[src/rtl/rf_pkg.sv]
// Shared types and constants for the register-file write-back path.
package rf_pkg;

   localparam int unsigned REG_NUM  = 32;
   localparam int unsigned REG_AW   = 5;
   localparam int unsigned DATA_W   = 32;
   localparam logic [4:0]  REG_ZERO = 5'd0;

   typedef struct packed {
      logic [4:0]  wa;
      logic [31:0] wd;
   } wb_req_t;

endpackage

[src/rtl/rf_wb_ctrl_if.sv]
// Bus bundle between the write-back controller and its producers/consumers.
// Carries dbg_commit_cnt only when WB_COMMIT_CNT_EN is defined.
interface rf_wb_ctrl_if
   import rf_pkg::*;
#(
   parameter int unsigned FIFO_DEPTH = 4
) ();

   localparam int unsigned CNT_W = $clog2(FIFO_DEPTH) + 1;

   logic                pipe_valid;
   logic                pipe_ready;
   logic [REG_AW-1:0]   pipe_wa;
   logic [DATA_W-1:0]   pipe_wd;
   logic                mdu_issue_valid;
   logic [REG_AW-1:0]   mdu_issue_rd;
   logic                mdu_valid;
   logic                mdu_ready;
   logic [REG_AW-1:0]   mdu_wa;
   logic [DATA_W-1:0]   mdu_wd;
   logic                rf_we;
   logic [REG_AW-1:0]   rf_wa;
   logic [DATA_W-1:0]   rf_wd;
   logic [REG_NUM-1:0]  busy;
   logic [CNT_W-1:0]    fifo_cnt;
`ifdef WB_COMMIT_CNT_EN
   logic [31:0]         dbg_commit_cnt;
`endif

   modport master (
      output pipe_valid, pipe_wa, pipe_wd,
      output mdu_issue_valid, mdu_issue_rd,
      output mdu_valid, mdu_wa, mdu_wd,
      input  pipe_ready, mdu_ready,
      input  rf_we, rf_wa, rf_wd, busy, fifo_cnt
`ifdef WB_COMMIT_CNT_EN
      , input dbg_commit_cnt
`endif
   );

   modport slave (
      input  pipe_valid, pipe_wa, pipe_wd,
      input  mdu_issue_valid, mdu_issue_rd,
      input  mdu_valid, mdu_wa, mdu_wd,
      output pipe_ready, mdu_ready,
      output rf_we, rf_wa, rf_wd, busy, fifo_cnt
`ifdef WB_COMMIT_CNT_EN
      , output dbg_commit_cnt
`endif
   );

endinterface

[src/rtl/wb_fifo.sv]
// Synchronous FIFO of write-back requests; DEPTH must be a power of two >= 2.
module wb_fifo
   import rf_pkg::*;
#(
   parameter int unsigned  DEPTH = 4,
   localparam int unsigned AW    = $clog2(DEPTH),
   localparam int unsigned CW    = AW + 1
) (
   input  logic          clk,
   input  logic          rst,
   input  logic          push_i,
   input  wb_req_t       data_i,
   input  logic          pop_i,
   output wb_req_t       data_o,
   output logic          full_o,
   output logic          empty_o,
   output logic [CW-1:0] cnt_o
);

   wb_req_t       mem_q [DEPTH];
   logic [AW-1:0] wr_ptr_q, wr_ptr_d;
   logic [AW-1:0] rd_ptr_q, rd_ptr_d;
   logic [CW-1:0] cnt_q, cnt_d;
   logic          push_ok, pop_ok;

   assign full_o  = (cnt_q == CW'(DEPTH));
   assign empty_o = (cnt_q == '0);
   assign cnt_o   = cnt_q;
   assign data_o  = mem_q[rd_ptr_q];
   assign push_ok = push_i && !full_o;
   assign pop_ok  = pop_i && !empty_o;

   // Pointers wrap naturally because DEPTH is a power of two
   always_comb begin
      wr_ptr_d = wr_ptr_q;
      rd_ptr_d = rd_ptr_q;
      cnt_d    = cnt_q + CW'(push_ok) - CW'(pop_ok);
      if (push_ok) wr_ptr_d = wr_ptr_q + AW'(1);
      if (pop_ok)  rd_ptr_d = rd_ptr_q + AW'(1);
   end

   always_ff @(posedge clk) begin
      if (rst) begin
         wr_ptr_q <= '0;
         rd_ptr_q <= '0;
         cnt_q    <= '0;
      end else begin
         wr_ptr_q <= wr_ptr_d;
         rd_ptr_q <= rd_ptr_d;
         cnt_q    <= cnt_d;
      end
   end

   // Storage needs no reset; the pointers define what is valid
   always_ff @(posedge clk) begin
      if (push_ok) mem_q[wr_ptr_q] <= data_i;
   end

endmodule

[src/rtl/rf_wb_ctrl.sv]
// Register-file write-back controller: arbitrates pipeline vs buffered MDU results,
// tracks outstanding MDU destinations. Optional WB_COMMIT_CNT_EN adds a commit counter.
module rf_wb_ctrl
   import rf_pkg::*;
#(
   parameter int unsigned FIFO_DEPTH   = 4,
   parameter int unsigned STARVE_LIMIT = 8
) (
   input logic         clk,
   input logic         rst,
   rf_wb_ctrl_if.slave bus
);

   localparam int unsigned CNT_W = $clog2(FIFO_DEPTH) + 1;
   localparam int unsigned SW    = $clog2(STARVE_LIMIT + 1);

   wb_req_t             pipe_req, mdu_req, head;
   logic                fifo_full, fifo_empty;
   logic [CNT_W-1:0]    fifo_cnt;
   logic                force_c, pipe_grant_c, fifo_grant_c, push_c;

   logic [SW-1:0]       starve_q, starve_d;
   logic                we_q, we_d;
   logic [REG_AW-1:0]   wa_q, wa_d;
   logic [DATA_W-1:0]   wd_q, wd_d;
   logic [REG_NUM-1:0]  busy_q, busy_d;

   assign pipe_req = '{wa: bus.pipe_wa, wd: bus.pipe_wd};
   assign mdu_req  = '{wa: bus.mdu_wa,  wd: bus.mdu_wd};

   // Forced FIFO slot once it has lost arbitration STARVE_LIMIT times in a row
   assign force_c      = (starve_q == SW'(STARVE_LIMIT));
   assign pipe_grant_c = bus.pipe_valid && !force_c;
   assign fifo_grant_c = !fifo_empty && (force_c || !bus.pipe_valid);
   assign push_c       = bus.mdu_valid && !fifo_full;

   wb_fifo #(
      .DEPTH   (FIFO_DEPTH)
   ) u_fifo (
      .clk     (clk),
      .rst     (rst),
      .push_i  (push_c),
      .data_i  (mdu_req),
      .pop_i   (fifo_grant_c),
      .data_o  (head),
      .full_o  (fifo_full),
      .empty_o (fifo_empty),
      .cnt_o   (fifo_cnt)
   );

   always_comb begin
      starve_d = starve_q;
      we_d     = 1'b0;
      wa_d     = wa_q;
      wd_d     = wd_q;
      busy_d   = busy_q;

      if (fifo_empty || fifo_grant_c) begin
         starve_d = '0;
      end else if (!force_c) begin
         starve_d = starve_q + SW'(1);
      end

      // x0 results complete their handshake but never reach the regfile
      if (pipe_grant_c) begin
         if (pipe_req.wa != REG_ZERO) begin
            we_d = 1'b1;
            wa_d = pipe_req.wa;
            wd_d = pipe_req.wd;
         end
      end else if (fifo_grant_c) begin
         if (head.wa != REG_ZERO) begin
            we_d         = 1'b1;
            wa_d         = head.wa;
            wd_d         = head.wd;
            busy_d[head.wa] = 1'b0;
         end
      end

      // A new issue to the same register outranks the retiring result
      if (bus.mdu_issue_valid && (bus.mdu_issue_rd != REG_ZERO)) begin
         busy_d[bus.mdu_issue_rd] = 1'b1;
      end
      busy_d[0] = 1'b0;
   end

   always_ff @(posedge clk) begin
      if (rst) begin
         starve_q <= '0;
         we_q     <= 1'b0;
         wa_q     <= '0;
         wd_q     <= '0;
         busy_q   <= '0;
      end else begin
         starve_q <= starve_d;
         we_q     <= we_d;
         wa_q     <= wa_d;
         wd_q     <= wd_d;
         busy_q   <= busy_d;
      end
   end

`ifdef WB_COMMIT_CNT_EN
   logic [31:0] commit_q, commit_d;

   always_comb begin
      commit_d = commit_q;
      if (we_q) commit_d = commit_q + 32'd1;
   end

   always_ff @(posedge clk) begin
      if (rst) commit_q <= '0;
      else     commit_q <= commit_d;
   end

   assign bus.dbg_commit_cnt = commit_q;
`endif

   assign bus.pipe_ready = !force_c;
   assign bus.mdu_ready  = !fifo_full;
   assign bus.rf_we      = we_q;
   assign bus.rf_wa      = wa_q;
   assign bus.rf_wd      = wd_q;
   assign bus.busy       = busy_q;
   assign bus.fifo_cnt   = fifo_cnt;

endmodule
[src/flat_wrapper.sv]
// flat-port wrapper written by rule: the top's interface ports become plain ports
module rf_wb_ctrl_flat import rf_pkg::*;
#(
   parameter int unsigned FIFO_DEPTH   = 4,
   parameter int unsigned STARVE_LIMIT = 8
)
  (clk, rst, bus_pipe_valid, bus_pipe_wa, bus_pipe_wd, bus_mdu_issue_valid, bus_mdu_issue_rd, bus_mdu_valid, bus_mdu_wa, bus_mdu_wd, bus_pipe_ready, bus_mdu_ready, bus_rf_we, bus_rf_wa, bus_rf_wd, bus_busy, bus_fifo_cnt);
  rf_wb_ctrl_if #(.FIFO_DEPTH(FIFO_DEPTH)) bus_i ();
  input logic clk;
  input logic rst;
  input wire logic [$bits(bus_i.pipe_valid)-1:0] bus_pipe_valid;
  input wire logic [$bits(bus_i.pipe_wa)-1:0] bus_pipe_wa;
  input wire logic [$bits(bus_i.pipe_wd)-1:0] bus_pipe_wd;
  input wire logic [$bits(bus_i.mdu_issue_valid)-1:0] bus_mdu_issue_valid;
  input wire logic [$bits(bus_i.mdu_issue_rd)-1:0] bus_mdu_issue_rd;
  input wire logic [$bits(bus_i.mdu_valid)-1:0] bus_mdu_valid;
  input wire logic [$bits(bus_i.mdu_wa)-1:0] bus_mdu_wa;
  input wire logic [$bits(bus_i.mdu_wd)-1:0] bus_mdu_wd;
  output wire logic [$bits(bus_i.pipe_ready)-1:0] bus_pipe_ready;
  output wire logic [$bits(bus_i.mdu_ready)-1:0] bus_mdu_ready;
  output wire logic [$bits(bus_i.rf_we)-1:0] bus_rf_we;
  output wire logic [$bits(bus_i.rf_wa)-1:0] bus_rf_wa;
  output wire logic [$bits(bus_i.rf_wd)-1:0] bus_rf_wd;
  output wire logic [$bits(bus_i.busy)-1:0] bus_busy;
  output wire logic [$bits(bus_i.fifo_cnt)-1:0] bus_fifo_cnt;
  assign bus_i.pipe_valid = bus_pipe_valid;
  assign bus_i.pipe_wa = bus_pipe_wa;
  assign bus_i.pipe_wd = bus_pipe_wd;
  assign bus_i.mdu_issue_valid = bus_mdu_issue_valid;
  assign bus_i.mdu_issue_rd = bus_mdu_issue_rd;
  assign bus_i.mdu_valid = bus_mdu_valid;
  assign bus_i.mdu_wa = bus_mdu_wa;
  assign bus_i.mdu_wd = bus_mdu_wd;
  assign bus_pipe_ready = bus_i.pipe_ready;
  assign bus_mdu_ready = bus_i.mdu_ready;
  assign bus_rf_we = bus_i.rf_we;
  assign bus_rf_wa = bus_i.rf_wa;
  assign bus_rf_wd = bus_i.rf_wd;
  assign bus_busy = bus_i.busy;
  assign bus_fifo_cnt = bus_i.fifo_cnt;
  rf_wb_ctrl #(.FIFO_DEPTH(FIFO_DEPTH), .STARVE_LIMIT(STARVE_LIMIT)) u_core (.clk(clk), .rst(rst), .bus(bus_i));
endmodule
[config.mk]
export PLATFORM = sky130hd
export DESIGN_NAME = rf_wb_ctrl_flat
export DESIGN_NICKNAME = d
export VERILOG_FILES = /design/src/rtl/rf_pkg.sv /design/src/rtl/rf_wb_ctrl_if.sv /design/src/rtl/wb_fifo.sv /design/src/rtl/rf_wb_ctrl.sv /design/src/flat_wrapper.sv
export SDC_FILE = /design/constraint.sdc
export NUM_CORES = 1
export LEC_CHECK = 0
export ABC_AREA = 0
export ABC_CLOCK_PERIOD_IN_PS = 3350
export CORE_MARGIN = 2
export CORE_UTILIZATION = 30
export DETAILED_ROUTE_END_ITERATION = 16
export HOLD_SLACK_MARGIN = 0.08
export SYNTH_ARGS = -nofsm -noshare
export SYNTH_HDL_FRONTEND = slang
export SYNTH_SLANG_ARGS = --single-unit
[constraint.sdc]
create_clock -name clk -period 3.35 [get_ports clk]
set_input_delay 0.8375 -clock clk [delete_from_list [all_inputs] [get_ports clk]]
set_output_delay 0.8375 -clock clk [all_outputs]
set_load 0.02 [all_outputs]
[Word-level counts from Yosys, hierarchy flattened]
Memories as Yosys holds them, arrays and structs flattened. A register that Yosys moved wholly into a read port is not among the register bits.
Index checks and enable logic that the tools add are counted.
Cells by class
  equality and inequality tests: 3
  add/sub/neg operators: 5
  reductions and logical operators: 22
  $lt $le $gt $ge: 4
  multiplexer cells: 24
  bitwise logic cells: 3
Operators with widths (number)
  $mux 32: 8
  $and 32x32->32: 1
  $not 32->32: 1
  $or 32x32->32: 1
  $mux 5: 4
  $reduce_bool 5->1: 3
  $lt 5x6->1 const B: 2
  $demux 1 s5: 2
  $ge 5x1->1 const B: 2
  $logic_and 1x1->1: 8
  $mux 1: 8
  $add 2x1->2 const B: 2
  $add 4x1->4 const B: 1
  $eq 4x4->1 const B: 1
  $logic_not 1->1: 4
  $mux 2: 2
  $reduce_bool 2->1: 2
  $add 3x1->3: 1
  $eq 3x3->1 const B: 1
  $logic_not 3->1: 1
  $reduce_and 3->1: 1
  $sub 3x1->3: 1
  $logic_or 1x1->1: 2
  $ne 2x2->1 const B: 1
  $reduce_or 2->1: 1
Word-level totals
  RAM bits: 148
  logic and storage cells: 71
  output and inout bits: 75
  register bits: 81
  memories kept: 1
Memories
  u_core.u_fifo.mem_q: words 4, width 37, rd ports 1, clocked after memory_dff 1, wr ports 1, line wb_fifo.sv:20  | wb_req_t mem_q [DEPTH];

[Longest topological paths before layout]
  depth after elaboration: 11
  gate-level depth with buffers: 14
  gate-level depth less buffers: 12

[Modules after synthesis]
From an unflattened synthesis, not the netlist that was laid out.
Second synthesis, totals
  cell total of the unflattened synthesis: 637
  area, all modules: 9312.7 sq um
By module, submodules not included
  wb_fifo: instances 1, area each 5863.1 sq um, cells an instance 244
  rf_wb_ctrl: instances 1, area each 3449.6 sq um, cells an instance 393

[Worst setup path before layout]
No wires, ideal clock.
  path kind: input to register
  from: input port bus_pipe_valid
  to: register u_core.u_fifo.cnt_q[2], in the netlist u_core.u_fifo.cnt_o[2]
  data arrival time: 3.047 ns
  buffers on the path: 3
  required time: 3.222 ns
  stages: 12
  slack: 0.176 ns
  library setup time: 0.128 ns
  path through: clkbuf_1 a21o_1 clkbuf_1 clkinv_1 clkbuf_1 ha_1 inv_1 ha_1 fa_1 xnor2_1 xnor2_1 nor2_1
Between the ends
  word-level cells in the longest chain between the ends: 5
RTL lines
  start, declared: line flat_wrapper.sv:11  | input wire logic [$bits(bus_i.pipe_valid)-1:0] bus_pipe_valid;
  $logic_not 1->1: line rf_wb_ctrl.sv:34  | assign fifo_grant_c = !fifo_empty && (force_c || !bus.pipe_valid);
  $logic_or 1x1->1: line rf_wb_ctrl.sv:34
  $logic_and 1x1->1: line rf_wb_ctrl.sv:34
  $logic_and 1x1->1: line wb_fifo.sv:31  | assign pop_ok = pop_i && !empty_o;
  via u_core.u_fifo.pop_ok: line wb_fifo.sv:24  | logic push_ok, pop_ok;
  $sub 3x1->3: line wb_fifo.sv:37  | cnt_d = cnt_q + CW'(push_ok) - CW'(pop_ok);
  end signal, assigned: line wb_fifo.sv:50  | cnt_q <= cnt_d;
  end, declared: line wb_fifo.sv:23  | logic [CW-1:0] cnt_q, cnt_d;
The timed path passes the listed nets, and every way through them passes these cells.
A chain may end at the register's enable or synchronous reset.

[Worst setup path after layout]
  from: register u_core.starve_q[0]
  to: output port bus_pipe_ready
Between the ends
  word-level cells in the longest chain between the ends: 2
RTL lines
  start, declared: line rf_wb_ctrl.sv:22  | logic [SW-1:0] starve_q, starve_d;
  start signal, assigned: line rf_wb_ctrl.sv:95  | starve_q <= starve_d;
  $eq 4x4->1: line rf_wb_ctrl.sv:32  | assign force_c = (starve_q == SW'(STARVE_LIMIT));
  $logic_not 1->1: line rf_wb_ctrl.sv:119  | assign bus.pipe_ready = !force_c;
  end, declared: line flat_wrapper.sv:19  | output wire logic [$bits(bus_i.pipe_ready)-1:0] bus_pipe_ready;
Every way passes these cells.

==> results.toml <==
[clocking]
clk_pin_slew_worst_paths_ns = 0.06
cts-resized-gates = 0
htreeDepth = 1
cts.sinks = 230
numCtsBuffers = 25
clk_latency_ns = 0.51
cts_setup_buffers = 0
cts_buffer_depth = 3
root_buffer = "clkbuf_16"
cts_tree = "built"
ctsHoldBuffers = 0

[sta]
final-hold-violation-count = 0
period_share = 0.873
finalWorstSetupSlack_ns = 0.425
tightest_slew_ns = 0.603
setup_viol = 0
max_freq_mhz = 342
max_slew_margin = 0.597
slew_violations = 0
finalSetupTns_ns = 0
fin_skew_ns = 0.0141
rsz0062_at_grt = "no"
period_minus_slack_ns = 2.92

[drt]
route.detailed.drc = 0
drt-initial-drc-count = 488
wl_um = 24600
firstDrtPassIters = 4
viasPerCell = 5.06
wl_per_cell_um = 20.4
vias = 6113
ant_nets = 0

[place]
portBuffers = 157
globalplace.congestion = 0.741
dp_slack_ns = 0.254
dp_cells = 1162
dp_hpwl_um = 16200
placed_cell_area_um2 = 11300

[die]
start_util = 0.302
die_area_um2 = 32000
die_x_um = 179
fp-row-count = 64
core_region_area_um2 = 30300
top_level_ports = 159
chipHeight_um = 179

[grt]
grtUsageTotal = 0.153
grt_pass1_vias = 6197
grt_max_degree = 43
gr-total-overflow = 0
grt_pass1_wl_um = 37000
antenna_found_initial = 3

[pwr]
ir_worst_vdd_mv = 0.300
p_seq_frac = 0.423
power_frac_clock = 0.314
sw_frac_of_total = 0.296
cellPowerDensity_nw_per_um2 = 692
pwr-share-comb = 0.263
p_leak_nw = 4.06
p_switching_w = 0.00248
intPower_w = 0.00588

[worst_setup_path]
worst_r2r_endpoint = "u_core.bus.rf_wd[6]"
critPathSlowestCell = "clkdlybuf4s50_1"
startpoint = "u_core.starve_q[0]"
cp.required_ns = 2.51
cp_cell_sequence = "inv_1, ha_1, nand3b_1, clkdlybuf4s50_1"
rrSetupSlack_ns = 0.70
worstSetupStartpointType = "register"
cp_slowest_stage_delay_ns = 0.69
cp-end-kind = "output port"
crit_fanout = 8
reg2regPathDepth = 6
cp.arrival_ns = 2.09
path_class = "register to output port"

[cells_and_area]
most-common-layout-cells = "157 x clkdlybuf4s50_1, 148 x edfxtp_1, 80 x dfxtp_1, 56 x o211ai_1, 51 x o21ai_0"
drive_gt1_frac = 0.185
nets = 886
finish.instance_area_um2 = 12100
nFillCells = 2828
final_cells = 1208
final_common_cell = "clkdlybuf4s50_1"
syn2layout_area_growth_pct = 31.7

[logic_synthesis]
yosys_warnings = 0
syn_nets = 719
synthArstFlopShare = 0
synth_flop_cell = "edfxtp_1"
synth.avg_cell_area_um2 = 14.7
synth_seq_cells = 230
yosysSeqAreaShare = 0.663
synth_edf_count = 148
synthDistinctLibCells = 43
syn_area_um2 = 9180
synth_cells = 626

[job]
maxCapViolations = 0

[outcome]
outcome = "completed"

[hold_path]
holdPathEnd = "u_core.bus.rf_wd[21]"
hold_start = "u_core.bus.rf_wd[21]"
whs_path_depth = 2
worst_hold_path_type = "register to register"
[cell usage after synthesis, types with 2 or more instances]
master / count / share of area
clkinv_1: 2 / 0.00082
or3b_2: 2 / 0.0019
nand2b_1: 3 / 0.0020
xnor2_1: 4 / 0.0038
nand2_1: 49 / 0.020
and3_1: 4 / 0.0027
dfxtp_1: 82 / 0.18
o221a_2: 36 / 0.044
nand3_1: 9 / 0.0049
nor2b_1: 3 / 0.0020
a21o_1: 2 / 0.0016
buf_1: 4 / 0.0016
xor2_1: 2 / 0.0019
edfxtp_1: 148 / 0.48
o21ai_1: 21 / 0.011
nand4_1: 2 / 0.0014
buf_6: 4 / 0.0049
o21ai_0: 51 / 0.028
a21oi_1: 8 / 0.0044
clkbuf_1: 33 / 0.013
nand4b_1: 3 / 0.0029
nor2_1: 16 / 0.0065
inv_1: 11 / 0.0045
a211oi_1: 2 / 0.0016
o211ai_1: 56 / 0.046
mux4_2: 37 / 0.091
ha_1: 8 / 0.011
nand3b_1: 9 / 0.0074
[per-stage QoR]
step	hold slack, ns	power, W	utilization
6_report	0.460	0.00836	0.398
5_1_grt	0.473	0.00874	0.398
4_1_cts	0.458	0.00846	0.398
3_5_place_dp	0.444	0.00581	0.373
3_3_place_gp	0.438	0.00579	0.373
2_1_floorplan	0.430	0.00489	-
[power by group through the flow]
| stage | Sequential, W | Combinational (W) | Clock [W] |
|---|---|---|---|
| global placement | 0.00360 | 0.00220 | 0 |
| floorplan | 0.00374 | 0.00115 | 0 |
| CTS | 0.00354 | 0.00223 | 0.00269 |
| detailed placement | 0.00360 | 0.00222 | 0 |
| finish | 0.00354 | 0.00220 | 0.00263 |
| global route | 0.00357 | 0.00238 | 0.00279 |
[how the worst max path moves through the flow]
| stage | endpoint | slack, ns |
|---|---|---|
| floorplan | u_core.u_fifo.cnt_o[2] | 0.18 |
| global placement | u_core.bus.rf_wd[23] | 0.26 |
| detailed placement | u_core.bus.rf_wd[6] | 0.25 |
| CTS | bus_pipe_ready | 0.41 |
| global route | bus_pipe_ready | 0.29 |
| finish | bus_pipe_ready | 0.43 |
[cell families (layout without fill, tap and decap cells)]
kind of cell	Yosys count	count (layout)	share of synthesized area
AO/OA/AOI/OAI	178	178	0.139
XOR/XNOR	6	6	0.00573
adder cells (fa/ha/maj)	9	9	0.0131
buffers and inverters	56	241	0.0267
flip-flops	230	230	0.663
multiplexers	38	38	0.0919
other	1	2	0.000409
AND/OR/NAND/NOR	108	108	0.0600
[critical path, delay by kind of cell (launching register included)]
| family | cells | cell delay, ns |
|---|---|---|
| adder cells (fa/ha/maj) | 1 | 0.19 |
| buffers and inverters | 2 | 0.75 |
| flip-flops | 1 | 0.37 |
| AND/OR/NAND/NOR | 1 | 0.27 |
[layout make-up]
type                       count  area (um^2)  area share
inverter                      13         48.8     0.00404
timing repair buffer         183         1830       0.151
multi-input combinational    340         2850       0.236
antenna                        1         2.50    0.000207
sequential                   230         6090       0.504
clock buffer                  28          637      0.0527
tap                          396          495      0.0410
clock inverter                17          135      0.0112
[layer usage]
metal / GRT usage / wire [um]
met2: 0.238 / 10900
met4: 0.0339 / 411
met5: 0 / 30
met1: 0.213 / 11400
met3: 0.0407 / 1910
[registers in the layout, indices dropped and copies added (netlist names), named ones only]
| signal | count |
|---|---|
| u_core.starve_q | 4 |
| u_core.bus.rf_we | 1 |
| u_core.u_fifo.mem_q | 148 |
| u_core.bus.rf_wa | 5 |
| u_core.u_fifo.rd_ptr_q | 2 |
| u_core.bus.rf_wd | 32 |
| u_core.u_fifo.cnt_o | 3 |
| u_core.u_fifo.wr_ptr_q | 2 |
| u_core.bus.busy | 31 |
(Power assumes the default switching activity.)
